===== src/rtl/mult_result_buffer.sv =====
// rtl/mult_result_buffer.sv - captures multiplier products into a FWFT FIFO and acks the multiplier
module mult_result_buffer #(
    parameter int DATA_WIDTH = 32,
    parameter int DEPTH      = 2,
    parameter int CNT_W      = 2
) (
    input  logic                    Clock,
    input  logic                    Reset,
    input  logic                    iDone,
    input  logic [2*DATA_WIDTH-1:0] iProduct,
    input  logic                    iReady,
    output logic                    oAck,
    output logic                    oValid,
    output logic [2*DATA_WIDTH-1:0] oProduct,
    output logic [CNT_W-1:0]        oCount,
    output logic                    oFull
);

    localparam int PTR_W = (DEPTH > 1) ? $clog2(DEPTH) : 1;
    localparam logic [CNT_W-1:0] FULL_COUNT = CNT_W'(DEPTH);

    typedef enum logic [1:0] {
        CAP_WAIT    = 2'd0,
        CAP_ACK     = 2'd1,
        CAP_RELEASE = 2'd2
    } capState_t;

    capState_t state;
    capState_t stateNext;

    logic                    ackNext;
    logic                    push;
    logic                    pop;
    logic [PTR_W-1:0]        wrPtr;
    logic [PTR_W-1:0]        rdPtr;
    logic [CNT_W-1:0]        count;
    logic [2*DATA_WIDTH-1:0] mem [DEPTH];

    // A pop needs a valid head; iReady on an empty FIFO is ignored.
    assign pop      = (count != '0) && iReady;
    assign oValid   = (count != '0);
    assign oFull    = (count == FULL_COUNT);
    assign oCount   = count;
    assign oProduct = oValid ? mem[rdPtr] : '0;

    // Capture FSM next state: one capture per DONE episode, held off while full.
    always_comb begin
        stateNext = CAP_WAIT;
        ackNext   = 1'b0;
        push      = 1'b0;
        case (state)
            CAP_WAIT: begin
                if (iDone && (count < FULL_COUNT)) begin
                    push      = 1'b1;
                    ackNext   = 1'b1;
                    stateNext = CAP_ACK;
                end else begin
                    stateNext = CAP_WAIT;
                end
            end
            CAP_ACK: begin
                stateNext = CAP_RELEASE;
            end
            CAP_RELEASE: begin
                stateNext = iDone ? CAP_RELEASE : CAP_WAIT;
            end
            default: begin
                stateNext = CAP_WAIT;
            end
        endcase
    end

    // State register and the registered acknowledge pulse.
    always_ff @(posedge Clock) begin
        if (Reset) begin
            state <= CAP_WAIT;
            oAck  <= 1'b0;
        end else begin
            state <= stateNext;
            oAck  <= ackNext;
        end
    end

    // FIFO storage is written on capture only and is deliberately never cleared.
    always_ff @(posedge Clock) begin
        if (push) begin
            mem[wrPtr] <= iProduct;
        end
    end

    // Pointers and occupancy; push eligibility uses the pre-edge count.
    always_ff @(posedge Clock) begin
        if (Reset) begin
            wrPtr <= '0;
            rdPtr <= '0;
            count <= '0;
        end else begin
            if (push) begin
                wrPtr <= wrPtr + PTR_W'(1);
            end
            if (pop) begin
                rdPtr <= rdPtr + PTR_W'(1);
            end
            case ({push, pop})
                2'b10:   count <= count + CNT_W'(1);
                2'b01:   count <= count - CNT_W'(1);
                default: count <= count;
            endcase
        end
    end

endmodule


===== config.mk =====
export PLATFORM = sky130hd
export DESIGN_NAME = mult_result_buffer
export DESIGN_NICKNAME = d
export VERILOG_FILES = /design/src/rtl/mult_result_buffer.sv
export SDC_FILE = /design/constraint.sdc
export NUM_CORES = 1
export LEC_CHECK = 0
export BUFFER_PORTS_ARGS = -buffer_cell sky130_fd_sc_hd__clkbuf_2
export CORE_MARGIN = 4
export CORE_UTILIZATION = 52
export DETAILED_ROUTE_END_ITERATION = 10
export GPL_ROUTABILITY_DRIVEN = 0
export PLACE_DENSITY = 0.79
export SETUP_SLACK_MARGIN = 0.5
export SLEW_MARGIN = 5
export SYNTH_ARGS = -nofsm -noshare
export SYNTH_HDL_FRONTEND = slang
export SYNTH_SLANG_ARGS = --single-unit

===== constraint.sdc =====
create_clock -name Clock -period 6.3 [get_ports Clock]
set_clock_uncertainty 0.1 [all_clocks]
set_input_delay 0.945 -clock Clock [delete_from_list [all_inputs] [get_ports Clock]]
set_output_delay 0.945 -clock Clock [all_outputs]
set_load 0.02 [all_outputs]

==> results.yml <==
die:
  num_rows: 35
  initial_core_util_pct: 54.4
  ios: 137
  core_um2: 9420
  dieArea_um2: 11500
  fp.dieH_um: 107
  die_x_um: 107
outcome:
  status: "completed"
sta:
  max-slew-margin-rel_pct: 28.0
  slew_violations: 0
  period_share_pct: 52.5
  period_needed_ns: 3.30
  hold_violations: 0
  grt_setup_unrepaired: "false"
  tns_ns: 0
  setup_viol: 0
  whs_ns: 0.391
  timing.fmax_mhz: 303
  worst_pin_slew_ns: 1.08
synth:
  synth-compound-area-share_pct: 0.391
  synth_top_family_by_area: "multiplexers"
  synth_fa_ha_area_share_pct: 0.244
  synthCells: 306
  synth_cell_types: 20
  synthSimpleGateAreaFrac_pct: 6.13
  synth_mux_area_share_pct: 12.5
  synthXorXnorAreaFrac_pct: 0.830
  synth_area_um2: 5120
  synth.area.top_cells: "edfxtp_1 (75%), mux2i_1 (13%), nor2_1 (5.3%)"
  yosysTopAreaCell: "edfxtp_1"
  avgSynthCellArea_um2: 16.7
  synth_nets: 375
  synth-seq-area-share_pct: 78.2
  ys_seq_elements: 136
  synth_warnings: 0
  netlist.area_leader.share_pct: 75.0
worst_setup_path:
  r2r-end: "mem[0][48]$_DFFE_PP_"
  arrival_ns: 2.26
  crit_slowest_cell: "dfxtp_4"
  required_ns: 5.25
  rr_worst_depth: 3
  worstPathMaxFanout: 64
  critPathTopFamily: "flip-flops"
  critPathKind: "reg -> out"
  crit_path_end: "oProduct[63]"
  crit_cells: 3
  path_cells: "mux2i_1 > nor2_1 > clkbuf_2"
  cp-start-kind: "flip-flop"
  r2r-start: "oCount[1]$_SDFFE_PP0P_"
  cp_slowest_stage_delay_ns: 1.07
  r2r_slack_ns: 3.36
  worst-path-buf-inv: 1
  cp-end-kind: "output port"
global_routing:
  grt_pass1_wl_um: 14300
  grt_pass1_vias: 2922
  grt_overflow_total: 0
  grt_max_degree: 66
  grt_usage_pct: 16.7
  antenna_found_initial: 0
cells_and_area:
  drive_above_1_share_pct: 38.4
  mostFrequentLayoutCells: "clkbuf_2 (136), edfxtp_1 (128), nor2_1 (70)"
  diodes: 0
  area_growth_syn_to_layout_pct: 27.9
  final_common_cell: "clkbuf_2"
  final_net_count: 517
  final_cells: 590
pwr:
  p_leak_nw: 2.52
  ir_drop_v: 0.000561
  p_per_area_nw_per_um2: 493
detailed_routing:
  viasPerCell: 4.86
  drt-initial-drc-count: 137
  drc: 0
  wl_per_cell_um: 15.7
  num_vias: 2867
  finalWirelength_um: 9270
  drt_pass1_iterations: 4
  antenna_left: 0
cts:
  hold_buffers: 0
  cts_made_buffers: 17
  cts.htree.levels: 4
  clockRootBuffer: "clkbuf_8"
  insertion_delay_ns: 0.52
  path_clk_slew_ns: 0.06
  ctsLongestPathBuffers: 2
  cts_resized: 0
  cts_tree: "built"
  postCtsSetupRepairBufs: 0
  clock-sinks: 136
flow_run:
  drv_cap: 0
place:
  portBuffers: 136
  placed_cells: 558
  dpl.hpwl_um: 6120
hold_path:
  hold_class: "reg -> reg"
[state kept, by name, summed over array words and instances, names as in the netlist, named ones only]
name	flops
rdPtr	1
state	2
wrPtr	1
oCount	2
mem	128
oAck	1
[routing by layer]
metal / GRT usage, % / up-vias / share of wire, %
li1: - / 1405 / -
met1: 18.3 / 1351 / 39
met2: 29.1 / 95 / 52
met3: 5.70 / 16 / 7.0
met4: 7.67 / 0 / 2.0
met5: 0 / - / 0
[Yosys cell counts (all sizes together)]
library cell  instances
a21oi                 2
and2b                 1
buf                  14
clkbuf                2
dfxtp                 8
edfxtp              128
ha                    1
inv                   3
mux2i                64
nand2b                1
nand3b                1
nor2                 73
o21ai                 2
or3                   1
or4b                  1
xnor2                 2
xor2                  2
[power breakdown]
group / switching [mW] / total [mW] / internal, mW
clock: 0.360 / 1.01 / 0.646
combinational: 0.600 / 0.926 / 0.326
sequential: 0.119 / 1.30 / 1.18
[kinds of logic after synthesis]
logic type	Yosys count
AO/OA/AOI/OAI	4
XOR/XNOR	4
adder cells (fa/ha/maj)	1
buffers and inverters	19
flip-flops	136
multiplexers	64
AND/OR/NAND/NOR	78
[layout make-up]
cell class,instances,area (um^2)
multi-input combinational,151,1050
clock buffer,18,418
fill,642,2860
clock inverter,14,199
sequential,136,4010
tap,129,161
inverter,3,11.3
timing repair buffer,139,703
[worst min-delay path by stage]
stage / startpoint / end / slack [ns] / cells past startpoint
after detailed placement: state[0]$_SDFF_PP0_ / state[1]$_SDFF_PP0_ / 0.38 / 2
after global routing: state[1]$_SDFF_PP0_ / state[1]$_SDFF_PP0_ / 0.42 / 2
final: state[0]$_SDFF_PP0_ / state[1]$_SDFF_PP0_ / 0.39 / 2
after global placement: state[0]$_SDFF_PP0_ / state[1]$_SDFF_PP0_ / 0.37 / 2
after CTS: state[0]$_SDFF_PP0_ / state[1]$_SDFF_PP0_ / 0.39 / 2
after floorplan: state[0]$_SDFF_PP0_ / state[1]$_SDFF_PP0_ / 0.35 / 2
[worst min-delay path: stages (launching register included)]
cell and delay, ns:
dfxtp_1 0.31, nand2b_1 0.07, a21oi_1 0.06
[stage by stage]
stage               worst slack, ns  power, mW  instance area [um^2]  utilization (%)
CTS                            2.96       3.27                  6550             69.6
finish                         3.00       3.23                  6550             69.6
floorplan                      1.48       1.95                  5120                -
global route                   2.86       3.40                  6550             69.6
detailed placement             2.74       2.26                  5940             63.0
global placement               2.84       2.24                  5940             63.0
No activity file was read; power rests on OpenSTA's default activity.
